<file path="src/rtl/ifetch_pkg.sv">
// Shared types and constants for the instruction fetch unit.
package ifetch_pkg;

    localparam int INSTR_WIDTH = 33;

    localparam logic [INSTR_WIDTH-1:0] NOP_INSTR = '0;

    typedef enum logic [1:0] {
        IDLE   = 2'd0,
        REQ    = 2'd1,
        SQUASH = 2'd2
    } fetch_state_e;

endpackage

</file>
<file path="src/rtl/ifetch_fifo.sv">
// Prefetch FIFO: flop storage with a combinational head, synchronous push/pop
// and a flush that empties it on the same edge.
module ifetch_fifo #(
    parameter int WIDTH = 49,
    parameter int DEPTH = 4,
    localparam int PW   = $clog2(DEPTH),
    localparam int CW   = PW + 1
) (
    input  logic             clk,
    input  logic             rst_n,
    input  logic             flush,
    input  logic             push,
    input  logic [WIDTH-1:0] push_data,
    input  logic             pop,
    output logic [WIDTH-1:0] head_data,
    output logic [CW-1:0]    count,
    output logic             empty
);

    logic [WIDTH-1:0] mem_q [DEPTH];
    logic [PW-1:0]    wr_ptr_q, wr_ptr_d;
    logic [PW-1:0]    rd_ptr_q, rd_ptr_d;
    logic [CW-1:0]    count_q, count_d;
    logic             pop_ok;
    logic             push_ok;

    assign empty   = (count_q == '0);
    assign pop_ok  = pop && !empty && !flush;
    // The fetch FSM keeps at most one read in flight and only starts one below
    // full, so a push never lands on a full FIFO.
    assign push_ok = push && !flush;

    always_comb begin
        wr_ptr_d = wr_ptr_q;
        rd_ptr_d = rd_ptr_q;
        count_d  = count_q;
        if (flush) begin
            wr_ptr_d = '0;
            rd_ptr_d = '0;
            count_d  = '0;
        end else begin
            if (push_ok) wr_ptr_d = wr_ptr_q + PW'(1);
            if (pop_ok)  rd_ptr_d = rd_ptr_q + PW'(1);
            count_d = count_q + CW'(push_ok) - CW'(pop_ok);
        end
    end

    always_ff @(posedge clk or negedge rst_n) begin
        if (!rst_n) begin
            wr_ptr_q <= '0;
            rd_ptr_q <= '0;
            count_q  <= '0;
        end else begin
            wr_ptr_q <= wr_ptr_d;
            rd_ptr_q <= rd_ptr_d;
            count_q  <= count_d;
        end
    end

    always_ff @(posedge clk) begin
        if (push_ok) mem_q[wr_ptr_q] <= push_data;
    end

    assign head_data = mem_q[rd_ptr_q];
    assign count     = count_q;

endmodule

</file>
<file path="src/rtl/instruction_fetch.sv">
// Instruction fetch: single-outstanding memory reads into a prefetch FIFO.
// Optional IFETCH_STALL_COUNT_EN adds a saturating empty-cycle counter output.
module instruction_fetch #(
    parameter int ADDR_WIDTH                = 16,
    parameter int INSTR_WIDTH               = ifetch_pkg::INSTR_WIDTH,
    parameter int DEPTH                     = 4,
    parameter logic [ADDR_WIDTH-1:0] RESET_PC = '0
) (
    input  logic                   clk,
    input  logic                   rst_n,
    output logic                   mem_req,
    output logic [ADDR_WIDTH-1:0]  mem_addr,
    input  logic                   mem_ack,
    input  logic [INSTR_WIDTH-1:0] mem_data,
    output logic [INSTR_WIDTH-1:0] instruction,
    output logic                   instruction_valid,
    output logic [ADDR_WIDTH-1:0]  instruction_pc,
    input  logic                   program_counter_inc,
    input  logic                   redirect,
    input  logic [ADDR_WIDTH-1:0]  redirect_pc
`ifdef IFETCH_STALL_COUNT_EN
    ,
    output logic [15:0]            stall_count
`endif
);

    import ifetch_pkg::fetch_state_e;
    import ifetch_pkg::IDLE;
    import ifetch_pkg::REQ;
    import ifetch_pkg::SQUASH;
    import ifetch_pkg::NOP_INSTR;

    localparam int EW = INSTR_WIDTH + ADDR_WIDTH;
    localparam int CW = $clog2(DEPTH) + 1;

    fetch_state_e          state_q, state_d;
    logic [ADDR_WIDTH-1:0] fetch_pc_q, fetch_pc_d;
    logic [ADDR_WIDTH-1:0] mem_addr_q, mem_addr_d;

    logic          fifo_push;
    logic          fifo_pop;
    logic [EW-1:0] fifo_head;
    logic [CW-1:0] fifo_count;
    logic          fifo_empty;

    always_comb begin
        state_d    = state_q;
        fetch_pc_d = fetch_pc_q;
        mem_addr_d = mem_addr_q;
        fifo_push  = 1'b0;
        case (state_q)
            IDLE: begin
                if (redirect) begin
                    fetch_pc_d = redirect_pc;
                end else if (fifo_count < CW'(DEPTH)) begin
                    state_d    = REQ;
                    mem_addr_d = fetch_pc_q;
                end
            end
            REQ: begin
                if (mem_ack) begin
                    state_d = IDLE;
                    if (redirect) begin
                        fetch_pc_d = redirect_pc;
                    end else begin
                        fifo_push  = 1'b1;
                        fetch_pc_d = fetch_pc_q + ADDR_WIDTH'(1);
                    end
                end else if (redirect) begin
                    // The bus request must stay stable, so the read is left to
                    // finish and its data thrown away.
                    state_d    = SQUASH;
                    fetch_pc_d = redirect_pc;
                end
            end
            SQUASH: begin
                if (redirect) fetch_pc_d = redirect_pc;
                if (mem_ack)  state_d    = IDLE;
            end
            default: state_d = IDLE;
        endcase
    end

    always_ff @(posedge clk or negedge rst_n) begin
        if (!rst_n) begin
            state_q    <= IDLE;
            fetch_pc_q <= RESET_PC;
            mem_addr_q <= RESET_PC;
        end else begin
            state_q    <= state_d;
            fetch_pc_q <= fetch_pc_d;
            mem_addr_q <= mem_addr_d;
        end
    end

    assign mem_req  = (state_q != IDLE);
    assign mem_addr = mem_addr_q;
    assign fifo_pop = program_counter_inc && !fifo_empty;

    ifetch_fifo #(
        .WIDTH (EW),
        .DEPTH (DEPTH)
    ) u_fifo (
        .clk       (clk),
        .rst_n     (rst_n),
        .flush     (redirect),
        .push      (fifo_push),
        .push_data ({mem_data, mem_addr_q}),
        .pop       (fifo_pop),
        .head_data (fifo_head),
        .count     (fifo_count),
        .empty     (fifo_empty)
    );

    assign instruction_valid = !fifo_empty;
    assign instruction       = fifo_empty ? INSTR_WIDTH'(NOP_INSTR) : fifo_head[EW-1 -: INSTR_WIDTH];
    assign instruction_pc    = fifo_empty ? '0 : fifo_head[ADDR_WIDTH-1:0];

`ifdef IFETCH_STALL_COUNT_EN
    logic [15:0] stall_q, stall_d;

    always_comb begin
        stall_d = stall_q;
        if (fifo_empty && (stall_q != 16'hFFFF)) stall_d = stall_q + 16'd1;
    end

    always_ff @(posedge clk or negedge rst_n) begin
        if (!rst_n) stall_q <= '0;
        else        stall_q <= stall_d;
    end

    assign stall_count = stall_q;
`endif

endmodule

</file>
<file path="config.mk">
export PLATFORM = sky130hd
export DESIGN_NAME = instruction_fetch
export DESIGN_NICKNAME = d
export VERILOG_FILES = /design/src/rtl/ifetch_pkg.sv /design/src/rtl/ifetch_fifo.sv /design/src/rtl/instruction_fetch.sv
export SDC_FILE = /design/constraint.sdc
export NUM_CORES = 1
export LEC_CHECK = 0
export BUFFER_PORTS_ARGS = -buffer_cell sky130_fd_sc_hd__buf_2
export CORE_MARGIN = 4
export CORE_UTILIZATION = 60
export DETAILED_ROUTE_END_ITERATION = 8
export PLACE_DENSITY = 0.82
export SLEW_MARGIN = 10
export SYNTH_ARGS = -nofsm -noshare
export SYNTH_HDL_FRONTEND = slang
export SYNTH_SLANG_ARGS = --single-unit
</file>
<file path="constraint.sdc">
create_clock -name clk -period 6.35 [get_ports clk]
set_input_delay 0.9525 -clock clk [delete_from_list [all_inputs] [get_ports clk]]
set_output_delay 0.9525 -clock clk [all_outputs]
set_load 0.02 [all_outputs]
</file>
==> run summary, run 1 <==
worst r2r src - u_fifo.count[1]
Worst slew margin - 30.73%
Final Cell Area - 11200 sq um
Slew Viols, Final - 0
post-synth cell types - 57
Area after DPL - 10340 sq um
Hold Path Class - reg2reg
Synth warnings - 0
Commonest cells post-synth - edfxtp_1 (196), and2_1 (55), mux4_2 (49)
Port Buffer Count - 120
ant diodes - 0
DRT antenna net count - 0
Max Fclk - 280.7 MHz
Root Driver - clkbuf_16
P&R area growth vs syn - 17.40%
synthesized net count - 584
Die Ht - 134.1 um
Detail Placement HPWL - 11.41 mm
placement row count - 45
Post-route DRC - 0
setup TNS - 0 ns
worst clock skew - 0.01428 ns
postcts setup bufs - 0
Setup WS post-layout - 2.788 ns
area leader, netlist - edfxtp_1
Fillers - 931
Slew @ Worst Pin - 1.039 ns
Worst-path clk slew - 0.06 ns
initial antenna violation count - 0
mapped cell area - 9544 sq um
fin crit period - 3.562 ns
Iter 0 DRT Violations - 287
syn_area_per_cell - 18.28 sq um
CTS-repair resized insts - 0
leading post-synthesis cells by cell area - edfxtp_1 (62%), mux4_2 (12%), dfrtp_1 (11%)
Skew-Pair Late Insertion Delay - 0.50 ns
RSZ-0062 raised after global routing - no
Yosys top cell area share - 61.67%
P_leak - 4.043 nW
Power Internal - 3.269 mW
Final Hold Viols - 0
Final period util - 56.10%
Sink Count - 237
post-layout util - 72.89%
share of power burned in registers - 45.0%
Total GRT Usage - 21.37%
Initial Utilization - 62.09%
share of synthesized registers carrying an async set or reset - 17.30%
largest net degree at the start of global routing - 53
Worst Setup SP - u_fifo.rd_ptr_q[0]
H-tree Lvls - 1
final wirelength - 18.56 mm
ratio of cells with drive above 1 in the final layout - 36.31%
Hold WS - 0.5490 ns
Post-Place Worst Slack - 3.031 ns
most frequent cell after synthesis - edfxtp_1
NetSw - 1.314 mW
Power Density - 409.1 nW/um^2
max_cap viols - 0
CP required - 5.40 ns
Synth Flop Type - edfxtp_1
EDFF count, synth - 196
CTS Buf Count - 24
Worst setup EP type - output port
WS Path Type - reg2out
CP arrival - 2.61 ns
setup violators final - 0
Peak VDD IR - 0.2774 mV
GP Congestion - 0.9397
cts hold-fix bufs - 0
die width - 134.1 um
Mapped Cells - 522
vias per inst - 5.893
status - completed
die area - 17990 sq um
first-pass GRT wire length - 30.14 mm
post-synthesis sequential area ratio - 72.42%
routed len/inst - 21.29 um
combinational cell fraction of total power - 22.1%
Worst setup SP type - flip-flop
CTS tree - built
Sw Share - 28.67%
via count - 5139
number of global-route vias before repair - 5371
hold wc startpoint - mem_addr[7]
NumNets Final - 706
core area - 15370 sq um
grt total ovfl - 0
worst-path fanout max - 51
r2r setup slk - 3.44 ns
clock buffer depth - 3
flops & latches, synth - 237
drt pass-1 iters - 5
IO Count - 121
Clock power frac - 32.9%
[flip-flops by register name, summed over array words and instances (netlist names)]
| name | flops |
|---|---|
| u_fifo.mem_q | 196 |
| fetch_pc_q | 16 |
| mem_addr | 16 |
| u_fifo.count | 3 |
| state_q | 2 |
| u_fifo.rd_ptr_q | 2 |
| u_fifo.wr_ptr_q | 2 |
[layout make-up]
type                    count  area (sq um)  area share, %
clock buffers              28         636.9          5.684
inverters                   9         33.78         0.3015
repair buffers            126         645.6          5.762
flip-flops and latches    237          6917          61.73
multi-input cells         246          2480          22.13
clock inverters            15         227.7          2.032
well taps                 211         264.0          2.356
[metrics by stage]
stage                     power (mW)  instances
final                          4.583        872
after global routing           4.799        872
after CTS                      4.633        872
after detailed placement       3.120        829
after global placement         3.087        829
after floorplan                2.750        522
[power groups by stage]
stage,sequential (mW),clock [mW],combinational [mW]
floorplan,2.03,0,0.722
global placement,2.09,0,0.996
detailed placement,2.10,0,1.02
CTS,2.07,1.53,1.03
global route,2.10,1.61,1.09
finish,2.06,1.51,1.01
[cells in the final DEF (no fill, tap or decap), drive strengths merged, types with 4 or more instances in the layout]
cell type	count
a21oi	14
and2	55
buf	126
bufinv	6
clkbuf	28
clkinv	7
dfrtp	41
edfxtp	196
ha	7
inv	10
mux2	16
mux4	49
nand2	17
nand3	9
nor2	11
nor3	4
o21ai	5
o22ai	6
or3	4
[per-layer routing]
| metal | wire [um] | global-route usage (%) |
|---|---|---|
| met1 | 7905 | 30.79 |
| met2 | 9349 | 35.37 |
| met3 | 1041 | 3.338 |
| met4 | 265 | 4.977 |
| met5 | 0 | 0 |
[critical path, stage by stage, from the launching register on]
cell and delay [ns]:
dfrtp_4 1.11, mux4_2 0.60, and2_1 0.19, buf_2 0.17
[path summary, 6_finish.rpt]
check                                endpoint  cells past startpoint
max                         instruction_pc[5]                      3
min                        u_fifo.mem_q[0][7]                      0
max reg2reg                   u_fifo.count[2]                     10
min reg2reg                u_fifo.mem_q[0][7]                      0
max in group asynchronous  u_fifo.rd_ptr_q[0]                      1
min in group asynchronous       fetch_pc_q[4]                      1
[logic make-up (layout without fill, tap and decap cells)]
family	Yosys count	after routing	synth area share, %
buf+inv	39	178	1.665
compound gates	49	49	3.527
xor+xnor	4	4	0.3671
mux	67	67	13.66
flops	237	237	72.42
simple gates	118	118	7.237
fa+ha+maj	8	8	1.127
Power figures use the tool's default switching activity.
==> run 2: changes to the inputs <==
- ABC_AREA: not set -> 1
- CORE_UTILIZATION: 60 -> 58
- PLACE_DENSITY: 0.82 -> 0.8
- clock period: 6.35 -> 3.3 ns (I/O delays scaled with it)
==> run summary, run 2 <==
DRT antenna net count - 0 (unchanged)
Fillers - 1196 (+28%)
WS Path Type - reg2out
worst path buffer plus inverter count - 3 (+2)
largest net degree at the start of global routing - 66 (+25%)
synthesized net count - 965 (+65%)
Initial Utilization - 59.72% (-2.4 points)
cts hold-fix bufs - 0 (unchanged)
Synth warnings - 0 (unchanged)
commonest non-fill, non-tap cell in the layout - nor2_1
die area - 19360 sq um (+7.6%)
leading post-synthesis cells by cell area - edfxtp_1 (59%), dfrtp_1 (10%), nor2_1 (8.2%)
CP arrival - 2.47 ns (-0.14 ns)
setup violators final - 0 (unchanged)
Worst slew margin - 38.61% (+7.9 points)
Power Internal - 5.958 mW (+82%)
routed len/inst - 16.97 um (-20%)
Final Hold Viols - 0 (unchanged)
P&R area growth vs syn - 15.57%
via count - 6827 (+33%)
Skew-Pair Late Insertion Delay - 0.50 ns (about the same)
initial antenna violation count - 0 (unchanged)
CTS Buf Count - 24 (unchanged)
final wirelength - 21.27 mm (+15%)
Post-Place Worst Slack - 0.8758 ns (-2.155 ns)
FF/Latch Area - 6917 sq um (unchanged)
Total GRT Usage - 21.56% (+0.19 points)
worst r2r src - u_fifo.count[2]
grt total ovfl - 0 (unchanged)
ratio of cells with drive above 1 in the final layout - 19.07% (-17 points)
Slew @ Worst Pin - 0.9209 ns (-0.1182 ns)
Root Driver - clkbuf_16
Die Ht - 139.1 um (+3.7%)
RSZ-0062 raised after global routing - no
Setup WS post-layout - 0.3374 ns (-2.450 ns)
Worst-path clk slew - 0.06 ns (about the same)
placement row count - 47 (+4.4%)
first-pass GRT wire length - 33.73 mm (+12%)
CP Cell Sequence - inv_4, buf_4, o21ai_0, a21oi_1, buf_2
postcts setup bufs - 0 (unchanged)
Iter 0 DRT Violations - 442 (+54%)
Commonest cells post-synth - nor2_1 (218), edfxtp_1 (196), o21ai_0 (117)
status - completed
Sw Share - 36.64% (+8.0 points)
Yosys top cell area share - 59.01% (-2.7 points)
P_leak - 4.595 nW (+14%)
Biggest register - u_fifo.mem_q
R2R Path End - u_fifo.count[2]
vias per inst - 5.449 (-7.5%)
core area - 16700 sq um (+8.7%)
clock buffer depth - 3 (unchanged)
area of the multi-input gates - 2638 sq um (+6.4%)
Post-route DRC - 0 (unchanged)
ant diodes - 0 (unchanged)
Slew Viols, Final - 0 (unchanged)
flops & latches, synth - 237 (unchanged)
post-synthesis sequential area ratio - 69.29% (-3.1 points)
max_cap viols - 0 (unchanged)
CP max stage delay - 0.61 ns (-0.50 ns)
Max Fclk - 337.5 MHz
Worst setup SP type - flip-flop
share of power burned in registers - 42.1% (-2.9 points)
Critical Path Stages - 5 (+2)
Final period util - 89.78%
Synth Flop Type - edfxtp_1
worst-path fanout max - 65 (+27%)
EDFF count, synth - 196 (unchanged)
NumNets Final - 1077 (+53%)
family with the most delay on the worst path - buffers and inverters
GP Congestion - 0.8588 (-8.6%)
Hold Path Class - in2async
mapped cell area - 9975 sq um (+4.5%)
most frequent cell after synthesis - nor2_1
die width - 139.1 um (+3.7%)
Detail Placement HPWL - 12.68 mm (+11%)
fin crit period - 2.963 ns
combinational cell fraction of total power - 30.7% (+8.6 points)
CP max stage cell - dfrtp_4
Clock power frac - 27.1% (-5.8 points)
H-tree Lvls - 1 (unchanged)
share of synthesized registers carrying an async set or reset - 17.30% (unchanged)
max FFs per register - 196 (unchanged)
post-synth cell types - 32 (-44%)
Mapped Cells - 903 (+73%)
post-layout util - 69.02% (-3.9 points)
most frequent cells in the layout - nor2_1 (214), edfxtp_1 (196), buf_2 (120)
Worst Reg2Reg Path Length in Cells - 13 (+3)
worst clock skew - 0.01179 ns (-0.002491 ns)
CTS tree - built
drt pass-1 iters - 5 (unchanged)
CP required - 2.80 ns (-2.60 ns)
Peak VDD IR - 0.5323 mV (+92%)
Port Buffer Count - 120 (unchanged)
CTS-repair resized insts - 0 (unchanged)
IO Count - 121 (unchanged)
Worst setup EP type - output port
area leader, netlist - edfxtp_1
syn_area_per_cell - 11.05 sq um (-40%)
Power Density - 815.8 nW/um^2 (+99%)
r2r setup slk - 1.15 ns (-2.29 ns)
number of global-route vias before repair - 6674 (+24%)
NetSw - 3.446 mW (+160%)
Sink Count - 237 (unchanged)
[run 2: worst max path at each step]
stage,from,end
2_1_floorplan,redirect,u_fifo.mem_q[0][0]
3_3_place_gp,u_fifo.rd_ptr_q[0],instruction[11]
3_5_place_dp,u_fifo.rd_ptr_q[0],instruction[11]
4_1_cts,u_fifo.rd_ptr_q[0],instruction[11]
5_1_grt,u_fifo.rd_ptr_q[0],instruction[9]
6_report,u_fifo.rd_ptr_q[0],instruction[11]
[run 2: through the flow]
stage / setup TNS [ns] / hold slack (ns) / total power [mW] / area (sq um) / std cells
after global placement: 0 / 0.4638 / 6.825 / 10780 / 1209
after detailed placement: 0 / 0.4727 / 6.894 / 10780 / 1209
after floorplan: -42.45 / 0.1994 / 5.894 / 9975 / 903
final: 0 / 0.1332 / 9.404 / 11530 / 1253
after CTS: 0 / 0.1421 / 9.463 / 11530 / 1253
after global routing: 0 / 0.1834 / 9.908 / 11530 / 1253
[run 2: final cells by class]
type                    instances  area share, %
flip-flops and latches        237          60.00
multi-input cells             567          22.88
repair buffers                133          6.491
clock buffers                  33          5.774
well taps                     220          2.388
inverters                      52          1.715
clock inverters                11         0.7489
[run 2: worst reg2reg max path: stages (launching register included)]
cell and delay (ns):
dfrtp_1 0.38, inv_1 0.09, nand2_1 0.12, nor2_4 0.12
nor2_1 0.06, inv_1 0.09, nor2_1 0.05, ha_1 0.27
inv_1 0.06, ha_1 0.13, inv_1 0.05, fa_1 0.37
and3_1 0.18, nor3_1 0.11
[run 2: power groups by stage]
stage	logic, mW	clock network [mW]	registers (mW)
6_report	2.89	2.55	3.96
5_1_grt	3.17	2.73	4.01
4_1_cts	2.91	2.60	3.96
3_5_place_dp	2.88	0	4.01
3_3_place_gp	2.82	0	4.00
2_1_floorplan	1.90	0	4.00
[run 2: logic make-up (layout without fill, tap and decap cells)]
kind of cell             count (synthesis)  in the layout  synth area share [%]
AO/OA/AOI/OAI                          197            197                 10.04
multiplexers                             2              2                0.2634
flip-flops                             237            237                 69.29
AND/OR/NAND/NOR                        360            360                 14.71
buffers and inverters                   99            229                 4.616
adder cells (fa/ha/maj)                  8              8                 1.079
[run 2: per-layer routing]
| metal | share of wire [%] | global-route usage [%] | vias up |
|---|---|---|---|
| met5 | 0 | 0 | - |
| met4 | 1.3 | 4.892 | 0 |
| met3 | 6.8 | 3.034 | 28 |
| met2 | 50 | 37.07 | 253 |
| met1 | 42 | 29.65 | 3238 |
| li1 | - | - | 3308 |
==> run 3: changes to the inputs <==
- CORE_UTILIZATION: 58 -> 35
- PLACE_DENSITY: 0.8 -> not set
==> run summary, run 3 (same netlist as run 2, synthesis figures left out) <==
met1 usage - 20.69% (-9.0 points)
status - completed
most frequent cells in the layout - nor2_1 (214), edfxtp_1 (196), buf_2 (120)
Total GRT Usage - 14.55% (-7.0 points)
R2R Path End - u_fifo.count[2]
Final Hold Viols - 0 (unchanged)
Detail Placement HPWL - 13.63 mm (+7.5%)
Sink Count - 237 (unchanged)
Initial Utilization - 35.71% (-24 points)
CP arrival - 2.48 ns (about the same)
Iter 0 DRT Violations - 432 (-2.3%)
postcts setup bufs - 0 (unchanged)
NumNets Final - 1079 (+0.19%)
Worst setup SP type - flip-flop
Slew @ Worst Pin - 1.153 ns (+0.2326 ns)
CTS Buf Count - 26 (+8.3%)
ratio of cells with drive above 1 in the final layout - 19.15% (+0.078 points)
P&R area growth vs syn - 17.56%
die width - 176.8 um (+27%)
Port Buffer Count - 120 (unchanged)
Skew-Pair Late Insertion Delay - 0.52 ns (+0.02 ns)
RSZ-0062 raised after global routing - no
drt pass-1 iters - 5 (unchanged)
core area - 27930 sq um (+67%)
IO Count - 121 (unchanged)
GP Congestion - 0.8288 (-3.5%)
Slew Viols, Final - 0 (unchanged)
commonest non-fill, non-tap cell in the layout - nor2_1
Root Driver - clkbuf_16
post-layout util - 41.98% (-27 points)
CP required - 2.80 ns (about the same)
max_cap viols - 0 (unchanged)
initial antenna violation count - 0 (unchanged)
Power Density - 810.1 nW/um^2 (-0.70%)
WS Path Type - reg2out
Final period util - 90.20% (+0.42 points)
Peak VDD IR - 0.5311 mV (-0.23%)
vias per inst - 4.750 (-13%)
Fillers - 2680 (+120%)
CTS tree - built
setup violators final - 0 (unchanged)
via count - 6707 (-1.8%)
worst r2r src - u_fifo.count[1]
met3 Use GR - 2.179% (-0.86 points)
ant diodes - 0 (unchanged)
final wirelength - 23.14 mm (+8.8%)
Final Cell Area - 11730 sq um (+1.7%)
Worst Setup SP - u_fifo.rd_ptr_q[0]
total power - 9.499 mW (+1.0%)
Worst-path clk slew - 0.06 ns (about the same)
number of global-route vias before repair - 6497 (-2.7%)
M2 GR Usage - 23.93% (-13 points)
H-tree Lvls - 1 (unchanged)
first-pass GRT wire length - 36.06 mm (+6.9%)
Max Fclk - 335.9 MHz (-0.47%)
max FFs per register - 196 (unchanged)
r2r setup slk - 1.14 ns (about the same)
die area - 31260 sq um (+61%)
fin crit period - 2.977 ns (+0.01401 ns)
worst-path fanout max - 77 (+18%)
placement row count - 61 (+30%)
DRT antenna net count - 0 (unchanged)
clock buffer depth - 3 (unchanged)
Post-route DRC - 0 (unchanged)
Worst setup EP type - output port
grt total ovfl - 0 (unchanged)
Worst slew margin - 22.99% (-16 points)
Biggest register - u_fifo.mem_q
cts hold-fix bufs - 0 (unchanged)
GRT Max-Usage Layer - met2
Worst Reg2Reg Path Length in Cells - 13 (unchanged)
worst clock skew - 0.01719 ns (+0.005397 ns)
Hold Path Class - in2async
Die Ht - 176.8 um (+27%)
largest net degree at the start of global routing - 100 (+52%)
routed len/inst - 16.39 um (-3.5%)
P_leak - 4.601 nW (+0.13%)
Area after DPL - 10950 sq um (+1.6%)
-- run 3: cell types whose count changed in the layout (fill, tap and decap cells not counted), sizes merged --
cell and delta:
inv -1, clkbuf +1, clkinvlp -1, clkinv +2
-- run 3: how the worst max path moves through the flow --
stage	endpoint	slack, ns	cells past startpoint
after global placement	instruction[15]	0.70	6
final	instruction[8]	0.32	5
after floorplan	u_fifo.mem_q[0][0]	-0.22	7
after global routing	instruction[8]	0.11	5
after detailed placement	instruction[15]	0.67	6
after CTS	instruction[15]	0.12	6
-- run 3: area by class of cell --
type	instances	area [sq um]	share of cell area, %
repair buffers	133	726.9	6.199
flip-flops and latches	237	6917	58.98
well taps	378	473.0	4.033
clock inverters	11	93.84	0.8003
clock buffers	34	680.7	5.805
inverters	52	197.7	1.686
multi-input cells	567	2638	22.49
-- run 3: routing by layer --
layer,vias to the layer above,share of wire (%)
met1,3203,46
li1,3308,-
met4,0,1.7
met5,-,0
met3,34,5.1
met2,162,47
-- run 3: critical path, cell delays in order, from the launching register on --
cell	delay [ns]
dfrtp_4	0.49
inv_4	0.54
buf_4	0.37
o21ai_0	0.12
a21oi_1	0.23
buf_2	0.21
-- run 3: what timing repair did --
action,4_1_cts,5_1_grt
endpoints found under the hold margin,0,0
setup endpoints to repair,0,7
gates resized for setup,0,1
-- run 3: through the flow --
stage	setup TNS, ns	cells	setup WS [ns]	hold WS, ns
detailed placement	0	1367	0.6704	0.4646
CTS	0	1412	0.1179	0.1436
global route	0	1412	0.1070	0.1708
global placement	0	1367	0.6988	0.4629
floorplan	-42.45	903	-0.2166	0.1994
finish	0	1412	0.3234	0.1281
-- run 3: power by group --
group | leakage [nW] | total, mW | switching (mW) | internal, mW
clock network | 0.384 | 2.61 | 1.08 | 1.53
logic | 1.94 | 2.96 | 2.13 | 0.823
registers | 2.28 | 3.93 | 0.297 | 3.63
